==> src/rtl/multicycle_control.sv <==
// rtl/multicycle_control.sv - main control FSM for the multicycle RV32I core
// Decodes the opcode into a state sequence and drives every datapath select and strobe.
module multicycle_control #(
  parameter bit MEM_HANDSHAKE   = 1'b1,
  parameter bit HALT_ON_ILLEGAL = 1'b1,
  parameter int STATE_W         = 4
) (
  input  logic               clk,
  input  logic               reset,
  input  logic [6:0]         op,
  input  logic               mem_ready,
  output logic [STATE_W-1:0] current_state,
  output logic               pc_update,
  output logic               branch,
  output logic               ir_write,
  output logic               reg_write,
  output logic               mem_write,
  output logic               adr_src,
  output logic [1:0]         result_src,
  output logic [1:0]         alu_src_a,
  output logic [1:0]         alu_src_b,
  output logic [1:0]         alu_op,
  output logic               illegal
);

  localparam logic [STATE_W-1:0] S_FETCH    = STATE_W'(0);
  localparam logic [STATE_W-1:0] S_DECODE   = STATE_W'(1);
  localparam logic [STATE_W-1:0] S_MEMADR   = STATE_W'(2);
  localparam logic [STATE_W-1:0] S_MEMREAD  = STATE_W'(3);
  localparam logic [STATE_W-1:0] S_MEMWB    = STATE_W'(4);
  localparam logic [STATE_W-1:0] S_MEMWRITE = STATE_W'(5);
  localparam logic [STATE_W-1:0] S_EXECUTER = STATE_W'(6);
  localparam logic [STATE_W-1:0] S_EXECUTEI = STATE_W'(7);
  localparam logic [STATE_W-1:0] S_ALUWB    = STATE_W'(8);
  localparam logic [STATE_W-1:0] S_BRANCH   = STATE_W'(9);
  localparam logic [STATE_W-1:0] S_JAL      = STATE_W'(10);
  localparam logic [STATE_W-1:0] S_JALR     = STATE_W'(11);
  localparam logic [STATE_W-1:0] S_JALRWB   = STATE_W'(12);
  localparam logic [STATE_W-1:0] S_LUI      = STATE_W'(13);
  localparam logic [STATE_W-1:0] S_AUIPC    = STATE_W'(14);
  localparam logic [STATE_W-1:0] S_TRAP     = STATE_W'(15);

  logic [STATE_W-1:0] state_q, state_d;
  logic mem_ok;
  logic pc_update_c, branch_c, ir_write_c, reg_write_c, mem_write_c;

  // Without the handshake every memory state completes in a single cycle.
  assign mem_ok = MEM_HANDSHAKE ? mem_ready : 1'b1;

  always_ff @(posedge clk) begin
    if (reset) state_q <= S_FETCH;
    else       state_q <= state_d;
  end

  always_comb begin
    state_d = S_TRAP;
    case (state_q)
      S_FETCH:    state_d = mem_ok ? S_DECODE : S_FETCH;
      S_DECODE: begin
        case (op)
          7'b0000011, 7'b0100011: state_d = S_MEMADR;
          7'b0110011:             state_d = S_EXECUTER;
          7'b0010011:             state_d = S_EXECUTEI;
          7'b1100011:             state_d = S_BRANCH;
          7'b1101111:             state_d = S_JAL;
          7'b1100111:             state_d = S_JALR;
          7'b0110111:             state_d = S_LUI;
          7'b0010111:             state_d = S_AUIPC;
          default:                state_d = S_TRAP;
        endcase
      end
      S_MEMADR:   state_d = op[5] ? S_MEMWRITE : S_MEMREAD;
      S_MEMREAD:  state_d = mem_ok ? S_MEMWB : S_MEMREAD;
      S_MEMWB:    state_d = S_FETCH;
      S_MEMWRITE: state_d = mem_ok ? S_FETCH : S_MEMWRITE;
      S_EXECUTER: state_d = S_ALUWB;
      S_EXECUTEI: state_d = S_ALUWB;
      S_ALUWB:    state_d = S_FETCH;
      S_BRANCH:   state_d = S_FETCH;
      S_JAL:      state_d = S_ALUWB;
      S_JALR:     state_d = S_JALRWB;
      S_JALRWB:   state_d = S_FETCH;
      S_LUI:      state_d = S_ALUWB;
      S_AUIPC:    state_d = S_ALUWB;
      S_TRAP:     state_d = HALT_ON_ILLEGAL ? S_TRAP : S_FETCH;
      default:    state_d = S_TRAP;
    endcase
  end

  always_comb begin
    pc_update_c = 1'b0;
    branch_c    = 1'b0;
    ir_write_c  = 1'b0;
    reg_write_c = 1'b0;
    mem_write_c = 1'b0;
    adr_src     = 1'b0;
    result_src  = 2'b00;
    alu_src_a   = 2'b00;
    alu_src_b   = 2'b00;
    alu_op      = 2'b00;
    illegal     = 1'b0;
    case (state_q)
      S_FETCH: begin
        alu_src_b   = 2'b10;
        result_src  = 2'b10;
        ir_write_c  = mem_ok;
        pc_update_c = mem_ok;
      end
      S_DECODE:   begin alu_src_a = 2'b01; alu_src_b = 2'b01; end
      S_MEMADR:   begin alu_src_a = 2'b10; alu_src_b = 2'b01; end
      S_MEMREAD:  adr_src = 1'b1;
      S_MEMWB:    begin result_src = 2'b01; reg_write_c = 1'b1; end
      S_MEMWRITE: begin adr_src = 1'b1; mem_write_c = 1'b1; end
      S_EXECUTER: begin alu_src_a = 2'b10; alu_op = 2'b10; end
      S_EXECUTEI: begin alu_src_a = 2'b10; alu_src_b = 2'b01; alu_op = 2'b10; end
      S_ALUWB:    reg_write_c = 1'b1;
      S_BRANCH:   begin alu_src_a = 2'b10; alu_op = 2'b01; branch_c = 1'b1; end
      S_JAL:      begin alu_src_a = 2'b01; alu_src_b = 2'b10; pc_update_c = 1'b1; end
      S_JALR: begin
        alu_src_a   = 2'b10;
        alu_src_b   = 2'b01;
        result_src  = 2'b10;
        pc_update_c = 1'b1;
      end
      S_JALRWB: begin
        alu_src_a   = 2'b01;
        alu_src_b   = 2'b10;
        result_src  = 2'b10;
        reg_write_c = 1'b1;
      end
      S_LUI:      begin alu_src_a = 2'b11; alu_src_b = 2'b01; end
      S_AUIPC:    begin alu_src_a = 2'b01; alu_src_b = 2'b01; end
      S_TRAP:     illegal = 1'b1;
      default:    illegal = 1'b0;
    endcase
  end

  // Reset kills every write strobe at once so an aborted instruction leaves no partial write.
  assign pc_update     = pc_update_c & ~reset;
  assign branch        = branch_c    & ~reset;
  assign ir_write      = ir_write_c  & ~reset;
  assign reg_write     = reg_write_c & ~reset;
  assign mem_write     = mem_write_c & ~reset;
  assign current_state = state_q;

endmodule

==> config.mk <==
export PLATFORM = sky130hd
export DESIGN_NAME = multicycle_control
export DESIGN_NICKNAME = d
export VERILOG_FILES = /design/src/rtl/multicycle_control.sv
export SDC_FILE = /design/constraint.sdc
export NUM_CORES = 1
export LEC_CHECK = 0
export CAP_MARGIN = 20
export CORE_UTILIZATION = 40
export CTS_CLUSTER_SIZE = 28
export DETAILED_ROUTE_END_ITERATION = 16
export MAX_ROUTING_LAYER = met4
export PLACE_DENSITY = 0.81
export RECOVER_POWER = 50
export SLEW_MARGIN = 20
export SYNTH_ARGS = -nofsm -noshare
export SYNTH_HDL_FRONTEND = slang
export SYNTH_SLANG_ARGS = --single-unit
==> constraint.sdc <==
create_clock -name clk -period 1.9 [get_ports clk]
set_input_delay 0.285 -clock clk [delete_from_list [all_inputs] [get_ports clk]]
set_output_delay 0.285 -clock clk [all_outputs]
set_load 0.02 [all_outputs]
==> results.yml <==
run_status:
  outcome: "completed"
floorplanning:
  dieArea_mm2: 0.00169
  core_area_mm2: 0.00137
  rows: 13
  fp.dieW_um: 41.2
  ioPinCount: 29
  start_util_pct: 44.9
  die_h_um: 41.2
route:
  drt_first_pass_iters: 4
  routed_wl_um: 2200
  antenna_left: 0
  drc: 0
  first_iter_violations: 32
  wire_per_inst_um: 14.3
  via_per_inst: 5.70
  vias: 878
sta:
  drv_slew: 0
  setup-violations-final: 0
  fin_crit_sh_pct: 96.9
  period_minus_slack_ps: 1840
  skew_ps: 9.54
  clock.fmax_mhz: 543
  worst_pin_slew_ps: 320
  max_slew_margin_pct: 78.6
  rsz0062_at_grt: "no"
  hold_viol_final: 0
clocking:
  cts_max_level: 1
  numCtsBuffers: 3
  root_buffer: "clkbuf_4"
  cts_tree: "done"
  clkSinkCount: 4
  post-cts-setup-buffers: 0
  holdBufCountCts: 0
  clk_pin_slew_ps: 50
  cts_buffer_depth: 2
  insertion_delay_ps: 240
synth:
  postSynthRegisterBits: 4
  yosys_warnings: 0
  syn_nets: 103
  synth_area_leaders: "dfxtp_1 13%, nand2_1 7.3%, nand2b_1 6.1%, nor2_1 5.5%, nor3_1 4.9%"
  synthCells: 93
  syn_area_per_cell_um2: 6.59
  mappedNetlistArea_um2: 613
  yosysUniqueCellTypes: 35
  ys_seq_area_share_pct: 13.1
  synth.largest_area_cell: "dfxtp_1"
  synth_top_area_share_pct: 13.1
layout:
  multi_input_area_um2: 508
  diodes: 0
  drive_above_1_share_pct: 26.6
  fillers: 118
  fin_area_mm2: 0.00105
  register_area_um2: 86.3
  final_util_pct: 77.2
  area.growth.synth_to_final_pct: 72.0
  largest_reg_flops: 4
  nets: 151
global_routing:
  grt_pass1_vias: 752
  grt_max_degree: 14
  grt-ovfl-total: 0
  grt_pass1_wl_um: 3250
  antenna_found_initial: 0
  grt_usage_pct: 29.2
hold_path:
  min_path_type: "flop to flop"
power_and_ir_drop:
  power_leakage_uw: 0.000454
  power_uw: 314
  powerDensity_mw_per_mm2: 298
  ir_drop_uv: 341
placed_design:
  place_area_mm2: 0.00105
  port_buffers: 28
  dpl.hpwl_um: 1700
  place.gp.congestion: 0.925
critical_path:
  cp-start-kind: "primary input"
  end_kind: "output port"
  critPathKind: "primary input to output port"
  worstPathRequired_ps: 1620
  cp_max_fo: 6
  worstPathArrival_ps: 1560
run:
  cap_violations: 0
==> layer usage <==
metal / global-route usage (%) / vias up / wire length (um)
met5: - / - / 0
met4: 5.65 / 0 / 23
met3: 3.26 / 3 / 135
met2: 56.3 / 45 / 1160
met1: 31.5 / 399 / 880
li1: - / 431 / -
==> worst max-delay path, cell delays in order <==
cell,delay [ps]
dlygate4sd3_1,640
nor4_1,260
dlygate4sd2_1,370
==> area by class of cell <==
class / count / share of cell area [%]
clock buffers: 3 / 2.14
inverters: 3 / 1.07
multi-input cells: 80 / 48.2
flip-flops and latches: 4 / 8.19
well taps: 15 / 1.78
repair buffers: 49 / 38.7
==> worst paths after layout <==
kind / from / end / slack, ps / cells after the start
worst max-delay path: reset / reg_write / 60 / 3
worst min-delay path: current_state[2]$_SDFF_PP0_ / current_state[3]$_SDFF_PP0_ / 770 / 3
worst max register to register: current_state[3]$_SDFF_PP0_ / current_state[2]$_SDFF_PP0_ / 130 / 5
worst min register to register: current_state[2]$_SDFF_PP0_ / current_state[3]$_SDFF_PP0_ / 770 / 3
==> Yosys cell counts <==
master	n
a211o_1	1
a211oi_2	1
a21o_1	3
a21oi_1	2
a21oi_2	1
a221oi_2	1
a31oi_1	2
a32oi_1	1
a41oi_1	1
and3b_1	2
buf_2	1
buf_6	1
clkbuf_1	4
dfxtp_1	4
inv_1	3
nand2_1	12
nand2b_1	6
nand3_1	4
nand3b_1	2
nand4_1	1
nor2_1	9
nor2_2	1
nor2b_1	3
nor3_1	6
nor3b_1	2
nor4_1	2
nor4bb_1	1
o21a_1	1
o21ai_0	6
o21bai_1	1
o2bb2ai_1	2
o32ai_1	1
or2_2	2
or4b_4	1
xnor2_1	2
==> through the flow <==
step | setup slack, ps | instances | setup TNS [ps] | hold WS, ps
floorplan | 54.0 | 93 | 0 | 350
global placement | -109 | 151 | -248 | 768
detailed placement | -196 | 151 | -582 | 781
CTS | 24.7 | 154 | 0 | 760
global route | 13.3 | 154 | 0 | 795
finish | 59.5 | 154 | 0 | 767
==> layout by cell type, fill, tap and decap left out, types with 3 or more instances in the layout <==
cell type,n
nor2_1,9
nand2b_1,5
a21oi_1,3
inv_1,3
buf_4,19
nand3_1,4
clkbuf_4,3
dlygate4sd2_1,11
nor3_1,6
clkdlybuf4s50_1,9
nand2_1,12
nor2b_1,3
dlygate4sd3_1,4
a21o_1,3
o21ai_0,6
==> where the power goes <==
part           total, uW  leakage [uW]  switching, uW  internal, uW
Sequential          86.7     0.0000342           2.34          84.4
Clock                110     0.0000138           38.7          70.9
Combinational        118      0.000406           59.7          58.1
Total                314      0.000454            101           213
==> cells by family (layout without fill, tap and decap cells) <==
logic type / count (synthesis) / count (layout) / synth area share (%)
DFF: 4 / 4 / 13.1
and+or+nand+nor: 54 / 54 / 48.0
buffers and inverters: 9 / 55 / 6.94
AOI/OAI and AO/OA: 24 / 24 / 29.2
xor gates and xnor gates: 2 / 2 / 2.86
==> what timing repair did <==
action	in CTS	in global routing
endpoints found under the setup margin	16	6
gates resized for setup	18	9
hold endpoints to repair	0	0
No activity file was read; power rests on OpenSTA's default activity.
